File: src/rtl/muldiv_pkg.sv
// Shared types and constants for the HI/LO multiply/divide sequencer.
// Latency: n/a (types only).
// Backpressure: n/a.
package muldiv_pkg;

    localparam int          MULDIV_ITER = 32;
    localparam logic [31:0] DIV0_QUOT   = 32'hFFFF_FFFF;

    typedef enum logic [2:0] {
        OP_MTHI  = 3'b000,
        OP_MTLO  = 3'b001,
        OP_MULT  = 3'b010,
        OP_MULTU = 3'b011,
        OP_DIV   = 3'b100,
        OP_DIVU  = 3'b101,
        OP_RSV6  = 3'b110,
        OP_RSV7  = 3'b111
    } muldiv_op_e;

    typedef enum logic [1:0] {
        ST_IDLE,
        ST_MUL,
        ST_DIV,
        ST_FIX
    } muldiv_state_e;

    typedef enum logic {
        STEP_MUL,
        STEP_DIV
    } muldiv_step_e;

endpackage

File: src/rtl/muldiv_if.sv
// Issue/result bundle between the execute stage and the HI/LO sequencer.
// Latency: n/a (wires only).
// Backpressure: requester holds start until busy is observed low.
interface muldiv_if
    import muldiv_pkg::*;
#(
    parameter int WIDTH = 32
) ();

    logic             start;
    muldiv_op_e       op;
    logic [WIDTH-1:0] rs_val;
    logic [WIDTH-1:0] rt_val;
    logic             flush;
    logic             busy;
    logic             done;
    logic [WIDTH-1:0] hi;
    logic [WIDTH-1:0] lo;

    modport master (
        output start, op, rs_val, rt_val, flush,
        input  busy, done, hi, lo
    );

    modport slave (
        input  start, op, rs_val, rt_val, flush,
        output busy, done, hi, lo
    );

endinterface

File: src/rtl/muldiv_step.sv
// One shift-add multiply or restoring-divide iteration on a {upper, lower} accumulator.
// Latency: combinational.
// Backpressure: none.
module muldiv_step
    import muldiv_pkg::*;
#(
    parameter int WIDTH = 32
) (
    input  muldiv_step_e       mode,
    input  logic [2*WIDTH-1:0] acc,
    input  logic [WIDTH-1:0]   operand,
    output logic [2*WIDTH-1:0] acc_next
);

    logic [WIDTH-1:0] upper;
    logic [WIDTH-1:0] lower;
    logic [WIDTH:0]   sum;
    logic [WIDTH:0]   part;
    logic [WIDTH:0]   diff;

    assign upper = acc[2*WIDTH-1:WIDTH];
    assign lower = acc[WIDTH-1:0];
    assign sum   = {1'b0, upper} + {1'b0, operand};
    assign part  = {upper, lower[WIDTH-1]};
    assign diff  = part - {1'b0, operand};

    // Divide: remainder < divisor keeps a successful subtract below 2^WIDTH, so bit WIDTH is the borrow.
    always_comb begin
        acc_next = acc;
        if (mode == STEP_MUL) begin
            acc_next = lower[0] ? {sum, lower[WIDTH-1:1]} : {1'b0, upper, lower[WIDTH-1:1]};
        end else begin
            acc_next = diff[WIDTH] ? {part[WIDTH-1:0], lower[WIDTH-2:0], 1'b0}
                                   : {diff[WIDTH-1:0], lower[WIDTH-2:0], 1'b1};
        end
    end

endmodule

File: src/rtl/muldiv_sequencer.sv
// Owns HI/LO; runs MULT/MULTU/DIV/DIVU as 32 iterations plus a sign-fix cycle, MTHI/MTLO in one edge.
// Latency: 33 busy cycles then done pulse; MTHI/MTLO/reserved done one cycle after accept.
// Backpressure: start ignored while busy; flush aborts without commit.
module muldiv_sequencer
    import muldiv_pkg::*;
#(
    parameter int WIDTH = 32
) (
    input  logic    clk,
    input  logic    reset,
    muldiv_if.slave bus
);

    localparam logic [4:0] LAST_ITER = 5'(MULDIV_ITER - 1);

    muldiv_state_e      state_q, state_d;
    muldiv_step_e       step_mode;
    logic [2*WIDTH-1:0] acc_q, step_acc, prod;
    logic [WIDTH-1:0]   opnd_q, rs_mag, rt_mag, quot, rem, hi_q, lo_q;
    logic [4:0]         cnt_q;
    logic               neg_res_q, neg_rem_q, div0_q, is_div_q;
    logic               busy_q, done_q;
    logic               accept, is_mul_op, is_div_op, is_signed, rs_neg, rt_neg;

    assign is_mul_op = (bus.op == OP_MULT) || (bus.op == OP_MULTU);
    assign is_div_op = (bus.op == OP_DIV)  || (bus.op == OP_DIVU);
    assign is_signed = (bus.op == OP_MULT) || (bus.op == OP_DIV);
    assign accept    = bus.start && !bus.flush && (state_q == ST_IDLE);

    assign rs_neg = is_signed && bus.rs_val[WIDTH-1];
    assign rt_neg = is_signed && bus.rt_val[WIDTH-1];
    assign rs_mag = rs_neg ? -bus.rs_val : bus.rs_val;
    assign rt_mag = rt_neg ? -bus.rt_val : bus.rt_val;

    assign step_mode = (state_q == ST_DIV) ? STEP_DIV : STEP_MUL;

    muldiv_step #(.WIDTH(WIDTH)) u_step (
        .mode     (step_mode),
        .acc      (acc_q),
        .operand  (opnd_q),
        .acc_next (step_acc)
    );

    // Divide by zero leaves the dividend magnitude as remainder; re-signing it restores the raw rs_val.
    assign prod = neg_res_q ? -acc_q : acc_q;
    assign quot = div0_q ? DIV0_QUOT
                         : (neg_res_q ? -acc_q[WIDTH-1:0] : acc_q[WIDTH-1:0]);
    assign rem  = neg_rem_q ? -acc_q[2*WIDTH-1:WIDTH] : acc_q[2*WIDTH-1:WIDTH];

    always_ff @(posedge clk or negedge reset) begin
        if (!reset) begin
            state_q <= ST_IDLE;
        end else begin
            state_q <= state_d;
        end
    end

    always_comb begin
        state_d = state_q;
        case (state_q)
            ST_IDLE: begin
                if (accept) begin
                    if (is_mul_op) begin
                        state_d = ST_MUL;
                    end else if (is_div_op) begin
                        state_d = ST_DIV;
                    end
                end
            end
            ST_MUL, ST_DIV: begin
                if (cnt_q == LAST_ITER) begin
                    state_d = ST_FIX;
                end
            end
            ST_FIX:  state_d = ST_IDLE;
            default: state_d = ST_IDLE;
        endcase
        if (bus.flush) begin
            state_d = ST_IDLE;
        end
    end

    always_ff @(posedge clk or negedge reset) begin
        if (!reset) begin
            acc_q     <= '0;
            opnd_q    <= '0;
            cnt_q     <= '0;
            neg_res_q <= 1'b0;
            neg_rem_q <= 1'b0;
            div0_q    <= 1'b0;
            is_div_q  <= 1'b0;
            hi_q      <= '0;
            lo_q      <= '0;
            busy_q    <= 1'b0;
            done_q    <= 1'b0;
        end else begin
            busy_q <= (state_d != ST_IDLE);
            done_q <= 1'b0;
            if (accept) begin
                cnt_q     <= '0;
                neg_res_q <= rs_neg ^ rt_neg;
                neg_rem_q <= rs_neg;
                div0_q    <= is_div_op && (bus.rt_val == '0);
                is_div_q  <= is_div_op;
                if (is_div_op) begin
                    acc_q  <= {{WIDTH{1'b0}}, rs_mag};
                    opnd_q <= rt_mag;
                end else begin
                    acc_q  <= {{WIDTH{1'b0}}, rt_mag};
                    opnd_q <= rs_mag;
                end
                if (bus.op == OP_MTHI) begin
                    hi_q <= bus.rs_val;
                end
                if (bus.op == OP_MTLO) begin
                    lo_q <= bus.rs_val;
                end
                if (!is_mul_op && !is_div_op) begin
                    done_q <= 1'b1;
                end
            end else if ((state_q == ST_MUL) || (state_q == ST_DIV)) begin
                acc_q <= step_acc;
                cnt_q <= cnt_q + 1'b1;
            end else if ((state_q == ST_FIX) && !bus.flush) begin
                if (is_div_q) begin
                    hi_q <= rem;
                    lo_q <= quot;
                end else begin
                    hi_q <= prod[2*WIDTH-1:WIDTH];
                    lo_q <= prod[WIDTH-1:0];
                end
                done_q <= 1'b1;
            end
        end
    end

    assign bus.busy = busy_q;
    assign bus.done = done_q;
    assign bus.hi   = hi_q;
    assign bus.lo   = lo_q;

endmodule

File: src/flat_wrapper.sv
// flat-port wrapper written by rule: the top's interface ports become plain ports
module muldiv_sequencer_flat import muldiv_pkg::*;
#(
    parameter int WIDTH = 32
)
  (clk, reset, bus_start, bus_op, bus_rs_val, bus_rt_val, bus_flush, bus_busy, bus_done, bus_hi, bus_lo);
  muldiv_if #(.WIDTH(WIDTH)) bus_i ();
  input  logic clk;
  input  logic reset;
  input wire logic [$bits(bus_i.start)-1:0] bus_start;
  input wire logic [$bits(bus_i.op)-1:0] bus_op;
  input wire logic [$bits(bus_i.rs_val)-1:0] bus_rs_val;
  input wire logic [$bits(bus_i.rt_val)-1:0] bus_rt_val;
  input wire logic [$bits(bus_i.flush)-1:0] bus_flush;
  output wire logic [$bits(bus_i.busy)-1:0] bus_busy;
  output wire logic [$bits(bus_i.done)-1:0] bus_done;
  output wire logic [$bits(bus_i.hi)-1:0] bus_hi;
  output wire logic [$bits(bus_i.lo)-1:0] bus_lo;
  assign bus_i.start = bus_start;
  assign bus_i.op = bus_op;
  assign bus_i.rs_val = bus_rs_val;
  assign bus_i.rt_val = bus_rt_val;
  assign bus_i.flush = bus_flush;
  assign bus_busy = bus_i.busy;
  assign bus_done = bus_i.done;
  assign bus_hi = bus_i.hi;
  assign bus_lo = bus_i.lo;
  muldiv_sequencer #(.WIDTH(WIDTH)) u_core (.clk(clk), .reset(reset), .bus(bus_i));
endmodule
File: config.mk
export PLATFORM = sky130hd
export DESIGN_NAME = muldiv_sequencer_flat
export DESIGN_NICKNAME = d
export VERILOG_FILES = /design/src/rtl/muldiv_pkg.sv /design/src/rtl/muldiv_if.sv /design/src/rtl/muldiv_step.sv /design/src/rtl/muldiv_sequencer.sv /design/src/flat_wrapper.sv
export SDC_FILE = /design/constraint.sdc
export NUM_CORES = 1
export LEC_CHECK = 0
export ABC_AREA = 1
export CELL_PAD_IN_SITES_DETAIL_PLACEMENT = 1
export CELL_PAD_IN_SITES_GLOBAL_PLACEMENT = 1
export CORE_MARGIN = 1.5
export CORE_UTILIZATION = 38
export CTS_CLUSTER_DIAMETER = 80
export DETAILED_ROUTE_END_ITERATION = 6
export PLACE_DENSITY = 0.89
export SYNTH_ARGS = -nofsm -noshare
export SYNTH_HDL_FRONTEND = slang
export SYNTH_SLANG_ARGS = --single-unit
File: constraint.sdc
create_clock -name clk -period 2.1 [get_ports clk]
set_input_delay 0.315 -clock clk [delete_from_list [all_inputs] [get_ports clk]]
set_output_delay 0.315 -clock clk [all_outputs]
set_load 0.005 [all_outputs]
==> results of run 1 <==
==> kinds of logic after synthesis <==
kind of cell               synth area share
AOI/OAI and AO/OA                     0.133
buffers and inverters                 0.129
DFF                                   0.230
and+or+nand+nor                       0.426
adders and majority gates            0.0527
xor gates and xnor gates             0.0293
==> repair_timing <==
action / in CTS
setup endpoints to repair: 146
pin swaps: 108
gates cloned: 9
hold endpoints to repair: 31
hold buffers: 1
resized for setup: 527
setup buffers: 64
==> synthesized netlist by cell type, types with 37 or more instances <==
cell type,number
a21oi_1,207
nand3_1,288
nand2_1,1098
clkbuf_1,68
nor3_1,37
nand4_1,43
ha_1,76
o21ai_0,119
dfrtp_1,173
xor2_1,49
inv_1,514
nor2_1,369
==> routing by layer <==
| layer | global-route usage | GRT overflow |
|---|---|---|
| met5 | 0.556 | 3 |
| met1 | 0.837 | 28 |
| met3 | 0.767 | 15 |
| met2 | 0.982 | 457 |
| met4 | 0.876 | 258 |
==> metrics by stage <==
stage / utilization / setup TNS (ns)
after CTS: 0.593 / -13.42
after global placement: 0.528 / -25.13
after floorplan: - / -1.11
after detailed placement: 0.528 / -52.74
==> impl_metrics.json, run 1 <==
{
  "start_util": 0.385,
  "ios": 137,
  "grt-ovfl-total": 761,
  "grt_pass1_wl_um": 324000,
  "track_usage": 0.860,
  "place_hpwl_um": 98700,
  "die_y_um": 225,
  "cts_root_buffer": "clkbuf_16",
  "synth_edf_count": 0,
  "status": "aborted with a tool error",
  "yosys.area.top_type": "dfrtp_1",
  "port-buffer-count": 136,
  "synth_cells": 3301,
  "clock_sinks": 173,
  "numCtsBuffers": 17,
  "dpl.cell_count": 4638,
  "dpl_cell_area_um2": 25800,
  "htreeDepth": 4,
  "yosys_warnings": 0,
  "grt_pass1_vias": 41300,
  "synth_nets": 3450,
  "syn_area_um2": 18800,
  "grt_start_max_net_pins": 62,
  "ys_seq_area_frac": 0.230,
  "firstError": "[ERROR GRT-0116] Global routing finished with congestion. Check the congestion regions in the DRC Viewer.",
  "gp_congestion": 1.05,
  "ys_ff_latch": 173,
  "die_w_um": 225,
  "ys_top_cells_by_area": "dfrtp_1 (23%), nand2_1 (22%), inv_1 (10%)",
  "rows": 81,
  "syn_area_per_cell_um2": 5.70,
  "lastStage": "5_1_grt",
  "netlist.area_leader.share": 0.230,
  "cts_buffer_depth": 2,
  "synth.distinct_cells": 53,
  "synth_async_sr_flop_share": 1.00,
  "synth_ff_type": "dfrtp_1",
  "dpl_worst_slack_ns": -0.677
}
==> inputs of run 2 (changes only) <==
- CELL_PAD_IN_SITES_DETAIL_PLACEMENT: 1 -> not set
- CELL_PAD_IN_SITES_GLOBAL_PLACEMENT: 1 -> not set
- CORE_UTILIZATION: 38 -> 30
- CTS_CLUSTER_DIAMETER: 80 -> not set
- PLACE_DENSITY: 0.89 -> not set
- PLACE_DENSITY_LB_ADDON: not set -> 0.15
- clock period: 2.1 -> 2.7 ns (I/O delays scaled with it)
==> impl_metrics.json, run 2 <==
{
  "status": "finished, final reports clean",
  "maxCapViolCount": 0,
  "post-route-min-period_ns": 2.58,
  "die_y_um": 253,
  "n_fill_cell": 6951,
  "stdcell_count": 4448,
  "cts_buffer_depth": 2,
  "core-area_um2": 61800,
  "die_w_um": 253,
  "irDropWorstVdd_v": 0.00109,
  "final_util": 0.378,
  "power_density_nw_per_um2": 1260,
  "routed_wl_um": 94200,
  "ios": 137,
  "synth_compound_area_frac": 0.133,
  "leakage_nw": 12.1,
  "track_usage": 0.293,
  "period_share": 0.954,
  "cts_setup_buffers": 0,
  "max_freq_ghz": 0.388,
  "worst_slack_ns": 0.123,
  "synth_ff_type": "dfrtp_1",
  "p_total_mw": 29.4,
  "htreeDepth": 4,
  "cts_root_buffer": "clkbuf_16",
  "wl_per_cell_um": 21.2,
  "drtIter0Drc": 2394,
  "hold_violations": 0,
  "cts_tree": "done",
  "antenna_found_initial": 3,
  "grt_start_max_net_pins": 120,
  "fin_area_um2": 23400,
  "vias_per_cell": 5.13,
  "cp_max_fo": 17,
  "yosys_warnings": 0,
  "synth_nets": 3450,
  "grt-ovfl-total": 0,
  "synth_top_family_by_area": "simple AND/OR/NAND/NOR gates",
  "maxSlewViolCount": 0,
  "dpl_worst_slack_ns": -0.0409,
  "start_util": 0.304,
  "clock-skew-final_ns": 0.0278,
  "ys_ff_latch": 173,
  "cts.reportedPaths.clkPinSlew_ns": 0.10,
  "synthAdderAreaFrac": 0.0527,
  "vias": 22800,
  "yosys.area_share.simple": 0.426,
  "dpl_cell_area_um2": 22800,
  "port-buffer-count": 136,
  "worst_slew_pin_slew_ns": 0.705,
  "netlist.area_leader.share": 0.230,
  "grt_pass1_vias": 21000,
  "hold_ws_ns": 0.471,
  "synth.mux.area_fraction": 0,
  "grt_pass1_wl_um": 138000,
  "ys_seq_area_frac": 0.230,
  "synth.distinct_cells": 53,
  "rows": 91,
  "slew_headroom": 0.530,
  "final_cell_mix": "nand2_1 (1097), inv_1 (510), nor2_1 (366)",
  "worst-setup-path-type": "flip-flop to flip-flop",
  "regMostFlops": "u_core.acc_q",
  "dieArea_um2": 64200,
  "nets": 3746,
  "hold_path.class": "input port to asynchronous set/reset pin",
  "endpoint_kind": "flip-flop",
  "cp.required_ns": 3.11,
  "ys_top_cells_by_area": "dfrtp_1 (23%), nand2_1 (22%), inv_1 (10%)",
  "cp-start-kind": "flip-flop",
  "post-synth-top-count-cell": "nand2_1",
  "critPathArrivalTime_ns": 2.98,
  "synth_async_sr_flop_share": 1.00,
  "setup_viol": 0,
  "drive_gt1_frac": 0.0986,
  "syn_area_per_cell_um2": 5.70,
  "synth_xor_area_frac": 0.0293,
  "synth_edf_count": 0,
  "clock_sinks": 173,
  "setup_tns_ns": 0,
  "drc": 0,
  "area_growth_syn_to_layout_pct": 24.4,
  "numCtsBuffers": 17,
  "largest_reg_flops": 64,
  "synth_cells": 3301,
  "dr.pass1.iters": 6,
  "gp_congestion": 1.01,
  "yosys.area.top_type": "dfrtp_1",
  "antenna_left": 0,
  "place_hpwl_um": 77300,
  "syn_area_um2": 18800,
  "dpl.cell_count": 4414,
  "clock_latency_ns": 0.52,
  "synth.cells.most_frequent": "nand2_1 (1098), inv_1 (514), nor2_1 (369), nand3_1 (288), a21oi_1 (207)",
  "mostFrequentLayoutCell": "nand2_1"
}
## run 2: cell counts after synthesis
Identical to the previous run, type by type.
## run 2: path summary, 6_finish.rpt
check	start	to	slack (ns)	depth (start not counted)
max reg2reg	u_core.opnd_q[22]	u_core.acc_q[32]	0.12	17
max	u_core.opnd_q[22]	u_core.acc_q[32]	0.12	17
max in group asynchronous	reset	u_core.opnd_q[4]	1.49	3
min reg2reg	u_core.cnt_q[4]	u_core.cnt_q[4]	0.49	2
min	reset	u_core.bus.lo[28]	0.47	2
min in group clk	u_core.cnt_q[4]	u_core.cnt_q[4]	0.49	2
## run 2: final cells by class
class / instances / area, um2 / share of cell area
multi-input combinational: 2503 / 12100 / 0.518
clock buffer: 17 / 425 / 0.0182
clock inverter: 15 / 164 / 0.00700
timing repair buffer: 380 / 3350 / 0.143
antenna: 1 / 2.50 / 0.000107
inverter: 522 / 1960 / 0.0837
tap: 837 / 1050 / 0.0448
sequential: 173 / 4330 / 0.185
## run 2: power by group
part	switching [mW]	internal (mW)
clock	1.41	1.25
combinational	13.8	7.71
sequential	1.40	3.78
## run 2: critical path: stages (launching register included)
cell,delay (ns)
dfrtp_1,0.49
inv_1,0.11
ha_1,0.32
nand2_1,0.13
inv_1,0.05
nand2_1,0.06
nand2_1,0.07
inv_1,0.06
nand2_1,0.13
a21oi_4,0.29
nand2_4,0.09
nand2_4,0.10
nand2_8,0.11
buf_12,0.18
nand2_1,0.06
nand3_1,0.07
nand2_1,0.08
nand2_1,0.04
## run 2: cells by family after synthesis
group | count (synthesis)
adder cells (fa/ha/maj) | 78
AND/OR/NAND/NOR | 1915
AO/OA/AOI/OAI | 447
buffers and inverters | 625
flip-flops | 173
XOR/XNOR | 63
## run 2: what timing repair did
| action | in CTS | in global routing |
|---|---|---|
| gates resized for setup | 0 | 14 |
| hold endpoints to repair | 53 | 0 |
| endpoints found under the setup margin | 0 | 31 |
| hold buffers | 1 | 0 |
## run 2: metal layers
metal,vias to the layer above,track usage,wire [um]
li1,11000,-,-
met5,-,0,26
met4,4,0.102,3370
met2,909,0.465,42300
met3,150,0.0359,5950
met1,10700,0.408,42500
(Power assumes the default switching activity.)
==> inputs of run 3 (changes only) <==
- TNS_END_PERCENT: not set -> 50
==> impl_metrics.json, run 3 (synthesis results as in run 2) <==
{
  "crit_path_top_delay_cell": "dfrtp_1",
  "drive_gt1_frac": 0.0981,
  "core-area_um2": 61800,
  "irDropWorstVdd_v": 0.00110,
  "cts_setup_buffers": 0,
  "clock_sinks": 173,
  "dieArea_um2": 64200,
  "die_w_um": 253,
  "post-route-min-period_ns": 2.57,
  "die_y_um": 253,
  "critPathLaunch": "u_core.opnd_q[22]",
  "nets": 3746,
  "maxCapViolCount": 0,
  "r2r_start": "u_core.opnd_q[22]",
  "mostFrequentLayoutCell": "nand2_1",
  "track_usage": 0.293,
  "path_buf_inv": 4,
  "htreeDepth": 4,
  "wl_per_cell_um": 21.2,
  "dr.pass1.iters": 6,
  "n_fill_cell": 6950,
  "max_freq_ghz": 0.389,
  "rrSetupSlack_ns": 0.13,
  "port-buffer-count": 136,
  "hold_path.class": "input port to asynchronous set/reset pin",
  "worst-setup-path-type": "flip-flop to flip-flop",
  "routed_wl_um": 94200,
  "leakage_nw": 12.1,
  "rows": 91,
  "cp_slowest_stage_delay_ns": 0.48,
  "cp.required_ns": 3.11,
  "ios": 137,
  "critical_path_depth": 17,
  "final_cell_mix": "nand2_1 (1098), inv_1 (510), nor2_1 (366)",
  "crit_chain": "inv_1 > ha_1 > nand2_1 > inv_1 > nand2_1 > nand2_1 > inv_1 > nand2_1 > a21oi_4 > nand2_4 > nand2_4 > nand2_8 > buf_12 > nand2_1 > nand3_1 > nand2_1 > nand2_1",
  "ff2ff_path_depth": 17,
  "status": "finished, final reports clean",
  "path_delay_family": "simple AND/OR/NAND/NOR gates",
  "grt_pass1_vias": 21000,
  "numCtsBuffers": 17,
  "grt_start_max_net_pins": 120,
  "grt_setup_unrepaired": "yes",
  "hold_violations": 0,
  "endpoint_kind": "flip-flop",
  "power_density_nw_per_um2": 1260,
  "critPathArrivalTime_ns": 2.98,
  "maxSlewViolCount": 0,
  "largest_reg_flops": 64,
  "dpl.cell_count": 4414,
  "antenna_found_initial": 3,
  "clock_latency_ns": 0.51,
  "grt-ovfl-total": 0,
  "cts.reportedPaths.clkPinSlew_ns": 0.10,
  "drtIter0Drc": 2472,
  "start_util": 0.304,
  "slew_headroom": 0.526,
  "dpl_worst_slack_ns": -0.0409,
  "cts_root_buffer": "clkbuf_16",
  "cp_max_fo": 17,
  "vias": 22800,
  "setup_tns_ns": 0,
  "worst_slack_ns": 0.131,
  "stdcell_count": 4448,
  "cts_tree": "done",
  "worst_slew_pin_slew_ns": 0.711,
  "antenna_left": 0,
  "setup_viol": 0,
  "cp-start-kind": "flip-flop",
  "grt_pass1_wl_um": 138000,
  "regMostFlops": "u_core.acc_q",
  "final_util": 0.378,
  "cts_buffer_depth": 2,
  "place_hpwl_um": 77300,
  "area_growth_syn_to_layout_pct": 24.4,
  "crit_top_cell": "nand2_1",
  "vias_per_cell": 5.12,
  "worst_r2r_endpoint": "u_core.acc_q[32]",
  "gp_congestion": 1.01,
  "period_share": 0.952,
  "clock-skew-final_ns": 0.0242,
  "drc": 0
}
## run 3: cell counts in the layout (fill, tap and decap cells not counted)
Identical to the previous run, type by type.
## run 3: per-stage QoR
| step | hold WS [ns] | total power, mW | area, um2 |
|---|---|---|---|
| 2_1_floorplan | 0.109 | 17.3 | 18800 |
| 3_3_place_gp | 0.453 | 26.3 | 22800 |
| 3_5_place_dp | 0.452 | 26.3 | 22800 |
| 4_1_cts | 0.484 | 29.0 | 23400 |
| 5_1_grt | 0.523 | 31.7 | 23400 |
| 6_report | 0.469 | 29.4 | 23400 |
## run 3: area by class of cell
type	instances	area, um2	area share
Timing Repair Buffer	380	3350	0.143
Clock buffer	17	425	0.0182
Sequential cell	173	4330	0.185
Tap cell	837	1050	0.0448
Clock inverter	15	164	0.00701
Antenna cell	1	2.50	0.000107
Inverter	522	1960	0.0838
Multi-Input combinational cell	2503	12100	0.518
## run 3: per-layer routing
| layer | share of wire | global-route usage | wire, um |
|---|---|---|---|
| met5 | 0.00028 | 0 | 26 |
| met4 | 0.036 | 0.102 | 3420 |
| met3 | 0.062 | 0.0359 | 5870 |
| met2 | 0.45 | 0.465 | 42300 |
| met1 | 0.45 | 0.408 | 42500 |
## run 3: how the worst max path moves through the flow
stage	to	slack, ns
2_1_floorplan	u_core.acc_q[35]	0.42
3_3_place_gp	u_core.acc_q[3]	0.03
3_5_place_dp	u_core.acc_q[3]	-0.04
4_1_cts	u_core.acc_q[32]	0.08
5_1_grt	u_core.acc_q[59]	-0.02
6_report	u_core.acc_q[32]	0.13
## run 3: report_power, final
part / total [mW] / leakage, nW / switching [mW] / internal, mW
combinational: 21.6 / 9.75 / 13.8 / 7.70
clock: 2.66 / 0.289 / 1.41 / 1.25
sequential: 5.17 / 2.08 / 1.39 / 3.78
## run 3: worst register-to-register path: stages, from the launching register on
cell and delay (ns):
dfrtp_1 0.48, inv_1 0.11, ha_1 0.32, nand2_1 0.13, inv_1 0.05, nand2_1 0.06, nand2_1 0.07, inv_1 0.06
nand2_1 0.13, a21oi_4 0.29, nand2_4 0.10, nand2_4 0.10, nand2_8 0.11, buf_12 0.19, nand2_1 0.08, nand3_1 0.07
nand2_1 0.08, nand2_1 0.04
## run 3: repair_timing
item | in CTS | in global routing
endpoints found under the hold margin | 53 | 0
hold buffers | 1 | 0
gates resized for setup | 0 | 12
setup endpoints to repair | 0 | 31
